## config.mk

```make
export PLATFORM = sky130hd
export DESIGN_NAME = fir_y_sink
export DESIGN_NICKNAME = d
export VERILOG_FILES = /design/src/rtl/fir_pkg.sv /design/src/rtl/fir_sync_fifo.sv /design/src/rtl/fir_y_sink.sv
export SDC_FILE = /design/constraint.sdc
export NUM_CORES = 1
export LEC_CHECK = 0
export ABC_AREA = 1
export CAP_MARGIN = 30
export CORE_ASPECT_RATIO = 0.9
export CORE_MARGIN = 4
export CORE_UTILIZATION = 41
export DETAILED_ROUTE_END_ITERATION = 8
export PLACE_DENSITY = 0.68
export RECOVER_POWER = 50
export SLEW_MARGIN = 10
export SYNTH_ARGS = -nofsm -noshare
export SYNTH_HDL_FRONTEND = slang
export SYNTH_SLANG_ARGS = --single-unit
```

## constraint.sdc

```tcl
create_clock -name clk -period 3.41 [get_ports clk]
set_input_delay 1.023 -clock clk [delete_from_list [all_inputs] [get_ports clk]]
set_output_delay 1.023 -clock clk [all_outputs]
set_load 0.02 [all_outputs]
```

## src/rtl/fir_pkg.sv

```systemverilog
// Shared FIR sample definitions used by the core bench, the x-side feeder and the y-side sink.
package fir_pkg;
  localparam int FIR_DATA_W = 32;
  typedef logic signed [FIR_DATA_W-1:0] fir_sample_t;
endpackage

```

## src/rtl/fir_sync_fifo.sv

```systemverilog
// Generic single-clock FIFO, registered occupancy, 1-cycle write-to-read latency.
// Caller must not push when full without a same-cycle pop, nor pop when empty.
module fir_sync_fifo #(
  parameter int DATA_W = 32,
  parameter int DEPTH  = 8
) (
  input  logic                     clk,
  input  logic                     rst,
  input  logic                     push,
  input  logic                     pop,
  input  logic [DATA_W-1:0]        wdata,
  output logic [DATA_W-1:0]        rdata,
  output logic [$clog2(DEPTH):0]   level,
  output logic                     full,
  output logic                     empty
);
  localparam int AW = $clog2(DEPTH);
  localparam logic [AW:0] FULL_LVL = (AW + 1)'(DEPTH);

  logic [DATA_W-1:0] mem_q [DEPTH];
  logic [AW-1:0]     wr_ptr_q, rd_ptr_q;
  logic [AW:0]       level_q;

  // Storage is deliberately left out of reset.
  always_ff @(posedge clk) begin
    if (push) mem_q[wr_ptr_q] <= wdata;
  end

  always_ff @(posedge clk or negedge rst) begin
    if (!rst) begin
      wr_ptr_q <= '0;
      rd_ptr_q <= '0;
      level_q  <= '0;
    end else begin
      if (push) wr_ptr_q <= wr_ptr_q + 1'b1;
      if (pop)  rd_ptr_q <= rd_ptr_q + 1'b1;
      case ({push, pop})
        2'b10:   level_q <= level_q + 1'b1;
        2'b01:   level_q <= level_q - 1'b1;
        default: level_q <= level_q;
      endcase
    end
  end

  assign rdata = mem_q[rd_ptr_q];
  assign level = level_q;
  assign full  = (level_q == FULL_LVL);
  assign empty = (level_q == '0);
endmodule

```

## src/rtl/fir_y_sink.sv

```systemverilog
// Captures FIR core results on y_triosy_lz into a FIFO, re-presented as a valid/ready stream.
// Strobe-to-m_valid latency 1 cycle; samples arriving while full without a pop are dropped and counted.
module fir_y_sink
  import fir_pkg::*;
#(
  parameter int DATA_W = FIR_DATA_W,
  parameter int DEPTH  = 8,
  parameter int CNT_W  = 16
) (
  input  logic                   clk,
  input  logic                   rst,
  input  logic [DATA_W-1:0]      y_rsc_dat,
  input  logic                   y_triosy_lz,
  input  logic                   clr_ovf,
  input  logic                   m_ready,
  output logic                   m_valid,
  output logic [DATA_W-1:0]      m_data,
  output logic [$clog2(DEPTH):0] level,
  output logic                   overflow,
  output logic [CNT_W-1:0]       drop_cnt
);
  logic              full, empty, push, pop, drop;
  logic [DATA_W-1:0] head;
  logic              ovf_q, ovf_d;
  logic [CNT_W-1:0]  cnt_q, cnt_d;

  // A pop frees the slot the same edge, so a full FIFO can still accept.
  assign pop  = m_valid && m_ready;
  assign push = y_triosy_lz && (!full || pop);
  assign drop = y_triosy_lz && full && !pop;

  fir_sync_fifo #(.DATA_W(DATA_W), .DEPTH(DEPTH)) u_fifo (
    .clk   (clk),
    .rst   (rst),
    .push  (push),
    .pop   (pop),
    .wdata (y_rsc_dat),
    .rdata (head),
    .level (level),
    .full  (full),
    .empty (empty)
  );

  assign m_valid = !empty;
  assign m_data  = m_valid ? head : '0;

  always_comb begin
    ovf_d = ovf_q;
    cnt_d = cnt_q;
    if (drop) begin
      ovf_d = 1'b1;
      if (clr_ovf)     cnt_d = CNT_W'(1);
      else if (!(&cnt_q)) cnt_d = cnt_q + 1'b1;
    end else if (clr_ovf) begin
      ovf_d = 1'b0;
      cnt_d = '0;
    end
  end

  always_ff @(posedge clk or negedge rst) begin
    if (!rst) begin
      ovf_q <= 1'b0;
      cnt_q <= '0;
    end else begin
      ovf_q <= ovf_d;
      cnt_q <= cnt_d;
    end
  end

  assign overflow = ovf_q;
  assign drop_cnt = cnt_q;
endmodule

```

==> metrics.cfg, run 1 <==
[worst_setup_path]
cp-end-kind = output port
ff2ff_path_depth = 6
cp_data_required_time_ns = 2.39
reg2reg_to = drop_cnt[0]
cpLargestDelayFamily = buffers and inverters
crit_buf_inv = 3
reg2reg_from = drop_cnt[0]
crit_slowest_cell = dfrtp_4
critical_path.max_stage_delay_ns = 0.53
worstSetupPathType = reg2out
cp.arrival_ns = 2.28
rrSetupSlack_ns = 1.18
critPathLaunchType = flip-flop
critical_path.cell_chain = clkinv_2 -> buf_12 -> nor2_1 -> o211ai_1 -> nand2_1 -> nor2_1 -> clkdlybuf4s15_1
critPathMostFrequentCell = nor2_1
crit_fanout = 42

[clock_network]
cts_made_buffers = 29
clock_latency_ns = 0.55
htreeDepth = 1
root_buffer = clkbuf_16
clkTransAtPathRegs_ns = 0.06
hold_buffers = 0
cts_buffer_depth = 3
cts_tree = done
numClockSinks = 283

[synth]
async_flop_share_pct = 9.54
synth_largest_area_cell = edfxtp_1
syn_nets = 1021
synth_edf_count = 256
ys_types = 27
syn_avg_cell_area_um2 = 11.8
yosys-top-cells-count = 256 x edfxtp_1, 249 x nor2_1, 138 x o21ai_0
ys_seq_elements = 283
syn_area_mm2 = 0.0116
synth_top_cell_area_share_pct = 66.4
syn_inst = 978
ys_warn_count = 0
yosys-top-cells-area = edfxtp_1 66%, nor2_1 8.1%, o21ai_0 6.0%
synth_ff_type = edfxtp_1
yosysMostFrequentCell = edfxtp_1
ys_seq_area_share_pct = 72.2

[detailed_routing]
drt_iter0_drc = 643
viasPerCell = 5.19
detail-route-antenna-nets = 0
num_vias = 7563
first_pass_iters = 5
wirelength_um = 25600
post-route-drc-count = 0
wl_per_cell_um = 17.6

[power]
ir_drop_mv = 0.616
p_per_area_mw_per_mm2 = 845
p_leak_nw = 4.96
p_total_mw = 11.8

[floorplan]
initial_core_util_pct = 41.6
fp.dieH_um = 167
dieWidth_um = 185
pin_count = 91
rows = 58
core_mm2 = 0.0279
fp.dieArea_mm2 = 0.0310

[run_status]
violations = max-capacitance violations, max-slew violations
outcome = finished with violations

[placement]
dp_slack_ns = 0.334
place_congestion = 0.869
numPortBuffers = 90
place_hpwl_um = 14300

[global_routing]
grt_max_degree = 65
antenna_found_initial = 4
track_usage_pct = 16.5
grt_pass1_wl_um = 41000
grt_pass1_vias = 7471
global_route.overflow_total = 0

[sta]
finalCriticalPeriod_ns = 3.31
setup_violations = 0
slew_headroom_pct = -2.75
setup_ws_ns = 0.103
finalHoldViolations = 0
worstMarginPinSlew_ns = 1.54
slew_viol_final = 28
tns_ns = 0
grt_setup_unrepaired = yes
clock_skew_ns = 0.0182
clock.fmax_mhz = 302
post-route-period-util_pct = 97.0

[final_layout]
area_delta_synth_final_pct = 20.7
drive_above_1_share_pct = 8.86
nNetsFinal = 1118

[worst_hold_path]
min_path_type = reg2reg
hold_depth = 2
hold_end = overflow
hold_start = overflow

[run]
max_cap_violations = 1

[placed cells by master, fill, tap and decap left out, types with 10 or more instances in the layout]
cell             Yosys  layout
clkbuf_16            0      29
nor2_1             249     241
clkbuf_2             0      12
edfxtp_1           256     256
dfrtp_1             27      24
dlygate4sd3_1        0      35
nor2_4               2      10
nand3_1             21      21
o21ai_0            138     138
xor2_1              10      10
dlygate4sd2_1        0      16
nand2_1            111     111
o22ai_1             32      32
o211ai_1            32      32
buf_12               0      16
clkdlybuf4s50_1      0      22
inv_1               22      23
[layout make-up]
class | instances | area [um^2]
sequential | 283 | 8370
antenna | 2 | 5.00
inverter | 25 | 95.1
clock inverter | 16 | 110
tap | 360 | 450
timing repair buffer | 118 | 1260
fill | 2441 | 13900
multi-input combinational | 618 | 2940
clock buffer | 35 | 748
[per-layer routing]
layer | share of wire, % | routed length (um) | track usage [%]
met5 | 0.027 | 7 | 0
met4 | 2.1 | 526 | 4.59
met3 | 5.7 | 1450 | 2.69
met2 | 48 | 12300 | 27.2
met1 | 44 | 11300 | 22.9
[worst reg2reg max path, delay by kind of cell, from the launching register on]
| kind | cells | cell delay (ns) |
|---|---|---|
| and+or+nand+nor | 3 | 0.39 |
| AOI/OAI and AO/OA | 2 | 1.06 |
| DFF | 1 | 0.41 |
| adders and majority gates | 1 | 0.22 |
[kinds of logic (layout without fill, tap and decap cells)]
| logic type | count (synthesis) | count (layout) | synth area share, % |
|---|---|---|---|
| AOI/OAI and AO/OA | 206 | 206 | 10.1 |
| xor gates and xnor gates | 12 | 12 | 0.907 |
| adders and majority gates | 6 | 6 | 0.648 |
| buffers and inverters | 77 | 194 | 2.81 |
| DFF | 283 | 283 | 72.2 |
| other | 0 | 2 | 0 |
| and+or+nand+nor | 394 | 394 | 13.4 |
[per-stage QoR]
stage          cell area, um^2  instances  hold WS [ns]  util, %
2_1_floorplan            11600        978         0.493        -
3_3_place_gp             13200       1401         0.476     47.2
3_5_place_dp             13200       1401         0.479     47.2
4_1_cts                  14000       1455         0.496     50.4
5_1_grt                  14000       1457         0.524     50.2
6_report                 14000       1457         0.489     50.2
[report_power, final]
group / total [mW] / leakage (nW) / internal (mW) / switching [mW]
logic: 4.47 / 1.85 / 1.55 / 2.92
clock network: 2.88 / 0.425 / 1.63 / 1.25
registers: 4.47 / 2.68 / 4.28 / 0.184
[worst max-delay path by stage]
stage          slack, ns               start  cells past startpoint                 end
6_report            0.10  u_fifo.rd_ptr_q[0]                      7          m_data[31]
5_1_grt            -0.02  u_fifo.rd_ptr_q[0]                      8          m_data[30]
4_1_cts           0.0008  u_fifo.rd_ptr_q[0]                      7          m_data[14]
3_5_place_dp        0.33  u_fifo.rd_ptr_q[1]                      6          m_data[31]
3_3_place_gp        0.37  u_fifo.rd_ptr_q[0]                      7           m_data[2]
2_1_floorplan    -0.0006             m_ready                      7  u_fifo.mem_q[0][0]
[flip-flops by register name, indices dropped and copies added (netlist names)]
signal,cells
u_fifo.mem_q,256
overflow,1
u_fifo.rd_ptr_q,3
u_fifo.level,4
drop_cnt,16
u_fifo.wr_ptr_q,3
[timing repair]
action	in CTS	in global routing
gates cloned	1	0
endpoints found under the setup margin	32	19
setup buffers	2	0
gates resized for setup	38	25
No activity file was read; power rests on OpenSTA's default activity.
==> run 2, diff against run 1 <==
--- a/config.mk
+++ b/config.mk
@@ -8,7 +8,7 @@
 export ABC_AREA = 1
 export CAP_MARGIN = 30
 export CORE_ASPECT_RATIO = 0.9
-export CORE_MARGIN = 4
+export CORE_MARGIN = 1.5
 export CORE_UTILIZATION = 41
 export DETAILED_ROUTE_END_ITERATION = 8
 export PLACE_DENSITY = 0.68
==> metrics.cfg, run 2 (same netlist as run 1, synthesis figures left out) <==
[floorplan]
initial_core_util_pct = 41.6  ; unchanged
rows = 58  ; unchanged
pin_count = 91  ; unchanged
fp.dieArea_mm2 = 0.0293  ; -5.6%
fp.dieH_um = 162  ; -3.0%
core_mm2 = 0.0279  ; unchanged
dieWidth_um = 180  ; -2.7%

[sta]
slew_headroom_pct = -8.72  ; -6.0 points
finalHoldViolations = 0  ; unchanged
hold_ws_ns = 0.501  ; +0.0113 ns
clock_skew_ns = 0.0147  ; -0.00353 ns
post-route-period-util_pct = 96.9  ; about the same
clock.fmax_mhz = 303  ; about the same
slew_viol_final = 28  ; unchanged
setup_ws_ns = 0.106  ; +0.00252 ns
worstMarginPinSlew_ns = 1.63  ; +0.0896 ns
setup_violations = 0  ; unchanged
finalCriticalPeriod_ns = 3.30  ; -0.00252 ns

[clock_network]
htreeDepth = 1  ; unchanged
numClockSinks = 283  ; unchanged
cts_buffer_depth = 3  ; unchanged
root_buffer = clkbuf_16
cts_tree = done
clkTransAtPathRegs_ns = 0.06  ; about the same
hold_buffers = 0  ; unchanged
cts_made_buffers = 30  ; +3.4%
clock_latency_ns = 0.55  ; about the same
cts_setup_buffers = 0  ; -2

[placement]
dp_slack_ns = 0.368  ; +0.0343 ns
numPortBuffers = 90  ; unchanged
place_hpwl_um = 13800  ; -3.6%
dpl.cell_count = 1403  ; +0.14%
place_congestion = 0.852  ; -1.9%

[worst_setup_path]
crit_slowest_cell = dfrtp_4
critPathLaunchType = flip-flop
critical_path.cell_chain = clkinv_2 -> bufbuf_16 -> nor2_1 -> o211ai_1 -> nand2_1 -> nor2_1 -> clkdlybuf4s15_1
critical_path.max_stage_delay_ns = 0.52  ; about the same
crit_fanout = 32  ; -24%
critPathMostFrequentCell = nor2_1
worstSetupPathType = reg2out
cp.arrival_ns = 2.28  ; about the same
cp-end-kind = output port
cp_data_required_time_ns = 2.39  ; about the same

[final_layout]
area_delta_synth_final_pct = 22.3
drive_above_1_share_pct = 8.92  ; +0.059 points
nNetsFinal = 1119  ; +0.089%
regMostFlops = u_fifo.mem_q
final_cell_mix = 256 x edfxtp_1, 241 x nor2_1, 138 x o21ai_0
final_core_util_pct = 50.8  ; +0.68 points
largest_reg_flops = 256  ; unchanged
fin_cells = 1460  ; +0.21%
final_common_cell = edfxtp_1
fillers = 2446  ; +0.20%

[global_routing]
grt_pass1_vias = 7510  ; +0.52%
grt_pass1_wl_um = 41000  ; about the same
track_usage_pct = 17.7  ; +1.2 points
antenna_found_initial = 1  ; -3
grt_max_degree = 61  ; -6.2%
global_route.overflow_total = 0  ; unchanged

[detailed_routing]
post-route-drc-count = 0  ; unchanged
detail-route-antenna-nets = 0  ; unchanged
drt_iter0_drc = 671  ; +4.4%
wirelength_um = 25700  ; +0.39%
first_pass_iters = 7  ; +2
viasPerCell = 5.27  ; +1.6%
num_vias = 7698  ; +1.8%
wl_per_cell_um = 17.6  ; +0.18%

[power]
p_int_mw = 7.96  ; +6.7%
clock_power_share_pct = 27.4  ; +3.0 points
swShare_pct = 35.7  ; -1.1 points
p_comb_share_pct = 36.5  ; -1.3 points
pwr-share-seq_pct = 36.0  ; -1.8 points
p_per_area_mw_per_mm2 = 874  ; +3.5%
ir_drop_mv = 0.621  ; +0.78%
switching_power_mw = 4.43  ; +1.7%
p_total_mw = 12.4  ; +4.9%
p_leak_nw = 5.06  ; +2.1%

[run_status]
violations = max-capacitance violations, max-slew violations
outcome = finished with violations

[worst_hold_path]
min_path_type = reg2reg

[run]
max_cap_violations = 1  ; unchanged

## run 2: worst paths after layout
| path | slack [ns] | start | end | cells past startpoint |
|---|---|---|---|---|
| setup / recovery | 0.11 | u_fifo.rd_ptr_q[0] | m_data[1] | 7 |
| max in group asynchronous | 0.83 | rst | u_fifo.rd_ptr_q[0] | 2 |
| setup reg to reg | 1.09 | drop_cnt[0] | drop_cnt[0] | 6 |
| hold / removal | 0.50 | overflow | overflow | 2 |
| hold reg to reg | 0.50 | overflow | overflow | 2 |
| min in group asynchronous | 1.41 | rst | drop_cnt[13] | 2 |
## run 2: area by class of cell
type                            instances  area (um^2)  area share, %
Sequential cell                       283         8370           59.1
Multi-Input combinational cell        618         2940           20.8
Timing Repair Buffer                  118         1270           8.95
Clock buffer                           36          795           5.61
Tap cell                              360          450           3.18
Clock inverter                         19          245           1.73
Inverter                               25         95.1          0.671
Antenna cell                            1         2.50         0.0177
## run 2: power by group through the flow
stage               Clock [mW]  Combinational (mW)  Sequential (mW)
global placement             0                4.68             4.52
global route              3.60                5.00             4.50
finish                    3.40                4.52             4.47
detailed placement           0                4.74             4.53
floorplan                    0                2.79             4.51
CTS                       3.45                4.59             4.46
## run 2: through the flow
stage | instance area (um^2) | setup TNS, ns
floorplan | 11600 | -0.0793
global placement | 13100 | 0
detailed placement | 13100 | 0
CTS | 14200 | -0.544
global route | 14200 | -0.0150
finish | 14200 | 0
## run 2: per-layer routing
| metal | track usage [%] | vias up | part of all wire, % |
|---|---|---|---|
| li1 | - | 3670 | - |
| met1 | 23.8 | 3796 | 45 |
| met2 | 30.3 | 199 | 49 |
| met3 | 2.44 | 33 | 4.6 |
| met4 | 4.81 | 0 | 1.8 |
| met5 | 0 | - | 0 |
## run 2: worst max-delay path: cells and delay by family (launching register included)
| family | cells | cell delay, ns |
|---|---|---|
| buffers and inverters | 3 | 0.81 |
| AOI/OAI and AO/OA | 1 | 0.17 |
| DFF | 1 | 0.52 |
| and+or+nand+nor | 3 | 0.24 |
## run 2: timing repair
action / 4_1_cts / 5_1_grt
resized for setup: 33 / 29
cloned: 1 / 0
setup endpoints to repair: 32 / 17
==> run 3, diff against run 2 <==
==> constraint.sdc (replaced) <==
create_clock -name clk -period 3.55 [get_ports clk]
set_input_delay 1.065 -clock clk [delete_from_list [all_inputs] [get_ports clk]]
set_output_delay 1.065 -clock clk [all_outputs]
set_load 0.02 [all_outputs]
==> metrics.cfg, run 3 (same netlist as run 1, synthesis figures left out) <==
[floorplan]
core_mm2 = 0.0279  ; unchanged
rows = 58  ; unchanged
fp.dieArea_mm2 = 0.0293  ; unchanged
dieWidth_um = 180  ; unchanged
initial_core_util_pct = 41.6  ; unchanged
pin_count = 91  ; unchanged
fp.dieH_um = 162  ; unchanged

[clock_network]
htreeDepth = 1  ; unchanged
clock_latency_ns = 0.54  ; about the same
cts_tree = done
cts_made_buffers = 28  ; -6.7%
root_buffer = clkbuf_16
cts_setup_buffers = 0  ; unchanged
cts_buffer_depth = 3  ; unchanged
numClockSinks = 283  ; unchanged
clkTransAtPathRegs_ns = 0.06  ; about the same

[power]
ir_drop_mv = 0.580  ; -6.7%
p_leak_nw = 4.97  ; -1.9%
p_per_area_mw_per_mm2 = 813  ; -7.0%
p_total_mw = 11.4  ; -8.1%

[detailed_routing]
post-route-drc-count = 6  ; +6
num_vias = 7637  ; -0.79%
drt_iter0_drc = 743  ; +11%
detail-route-antenna-nets = 0  ; unchanged
wirelength_um = 25500  ; -1.1%
first_pass_iters = 7  ; unchanged
viasPerCell = 5.25  ; -0.52%
wl_per_cell_um = 17.5  ; -0.80%

[final_layout]
largest_reg_flops = 256  ; unchanged
final_core_util_pct = 50.2  ; -0.65 points
regMostFlops = u_fifo.mem_q
nNetsFinal = 1114  ; -0.45%
area_delta_synth_final_pct = 20.8
drive_above_1_share_pct = 8.14  ; -0.77 points
final_common_cell = edfxtp_1
final_cell_mix = 256 x edfxtp_1, 241 x nor2_1, 139 x o21ai_0

[worst_setup_path]
critPathMostFrequentCell = nor2_1
cp_data_required_time_ns = 2.48  ; +0.09 ns
crit_buf_inv = 3  ; unchanged
cpLargestDelayFamily = buffers and inverters
worstSetupPathType = reg2out
reg2reg_to = drop_cnt[0]
reg2reg_from = drop_cnt[0]
ff2ff_path_depth = 6  ; unchanged
crit_slowest_cell = dfrtp_4
critPathLaunchType = flip-flop
critical_path.max_stage_delay_ns = 0.55  ; +0.03 ns
cp-end-kind = output port
cp.arrival_ns = 2.35  ; +0.07 ns
critical_path.cell_chain = clkinv_4 -> buf_12 -> o21ai_0 -> o22ai_1 -> nor2_1 -> nor2_1 -> dlygate4sd2_1
crit_fanout = 34  ; +6.3%
rrSetupSlack_ns = 0.78  ; -0.31 ns

[sta]
finalHoldViolations = 0  ; unchanged
grt_setup_unrepaired = no
post-route-period-util_pct = 96.1
slew_headroom_pct = -19.2  ; -11 points
setup_ws_ns = 0.140  ; +0.0340 ns
finalCriticalPeriod_ns = 3.41
clock_skew_ns = 0.0161  ; +0.00141 ns
slew_viol_final = 46  ; +64%
tns_ns = 0  ; unchanged
setup_violations = 0  ; unchanged
worstMarginPinSlew_ns = 1.77  ; +0.139 ns
clock.fmax_mhz = 293
hold_ws_ns = 0.494  ; -0.00636 ns

[placement]
numPortBuffers = 90  ; unchanged
dp_slack_ns = 0.325  ; -0.0434 ns
place_hpwl_um = 13700  ; -0.65%
place_congestion = 0.850  ; -0.28%

[run_status]
violations = design-rule violations, max-capacitance violations, max-slew violations
outcome = finished with violations

[worst_hold_path]
hold_start = overflow
hold_depth = 2  ; unchanged
min_path_type = reg2reg
hold_end = overflow

[global_routing]
grt_pass1_wl_um = 40400  ; -1.4%
global_route.overflow_total = 0  ; unchanged
track_usage_pct = 17.5  ; -0.23 points
grt_pass1_vias = 7472  ; -0.51%
antenna_found_initial = 3  ; +2
grt_max_degree = 66  ; +8.2%

[run]
max_cap_violations = 2  ; +1

[run 3: cell types whose count changed in the layout (fill, tap and decap cells not counted), moves of 3 or more]
cell	delta
dlymetal6s2s_1	-3
clkbuf_1	-3
dlygate4sd2_1	+16
clkinv_2	+3
clkbuf_2	-8
clkdlybuf4s15_1	-5
bufinv_16	-6
buf_6	-3
clkbuf_8	+5
[run 3: area by class of cell]
type                            count  area, um^2
Inverter                           25        98.8
Clock inverter                     16        87.6
Fill cell                        2423       13900
Antenna cell                        3        7.51
Multi-Input combinational cell    618        2940
Timing Repair Buffer              115        1230
Sequential cell                   283        8370
Tap cell                          360         450
Clock buffer                       36         802
[run 3: worst min-delay path: stages (launching register included)]
cell,delay (ns)
dfrtp_1,0.36
nand2_1,0.06
nand2_1,0.05
[run 3: how the worst max path moves through the flow]
stage	startpoint	to	slack (ns)	cells after the start
floorplan	m_ready	u_fifo.mem_q[0][0]	0.1	7
global placement	u_fifo.rd_ptr_q[0]	m_data[0]	0.32	8
detailed placement	u_fifo.rd_ptr_q[0]	m_data[0]	0.32	6
CTS	u_fifo.rd_ptr_q[0]	m_data[0]	0.09	7
global route	u_fifo.rd_ptr_q[0]	m_data[29]	0.003	7
finish	u_fifo.rd_ptr_q[0]	m_data[14]	0.14	7
[run 3: layer usage]
| layer | GRT usage (%) | vias up | wire (um) |
|---|---|---|---|
| met3 | 2.59 | 42 | 1400 |
| met1 | 24.2 | 3726 | 11500 |
| li1 | - | 3651 | - |
| met5 | 0 | - | 0 |
| met4 | 5.46 | 0 | 579 |
| met2 | 28.7 | 218 | 12000 |
[run 3: power breakdown]
group          switching, mW  total [mW]  leakage [nW]  internal, mW
Combinational           2.81        4.27          1.84          1.46
Clock                   1.21        2.80         0.452          1.59
Sequential             0.189        4.30          2.68          4.11
[run 3: what timing repair did]
action / CTS / global route
hold buffers: 0 / 0
setup endpoints to repair: 32 / 3
pin swaps: 0 / 0
gates resized for setup: 35 / 4
hold endpoints to repair: 0 / 0
gates cloned: 1 / 0
[run 3: metrics by stage]
| stage | cells | area (um^2) |
|---|---|---|
| 2_1_floorplan | 978 | 11600 |
| 3_3_place_gp | 1400 | 13100 |
| 3_5_place_dp | 1400 | 13100 |
| 4_1_cts | 1453 | 14000 |
| 5_1_grt | 1455 | 14000 |
| 6_report | 1456 | 14000 |
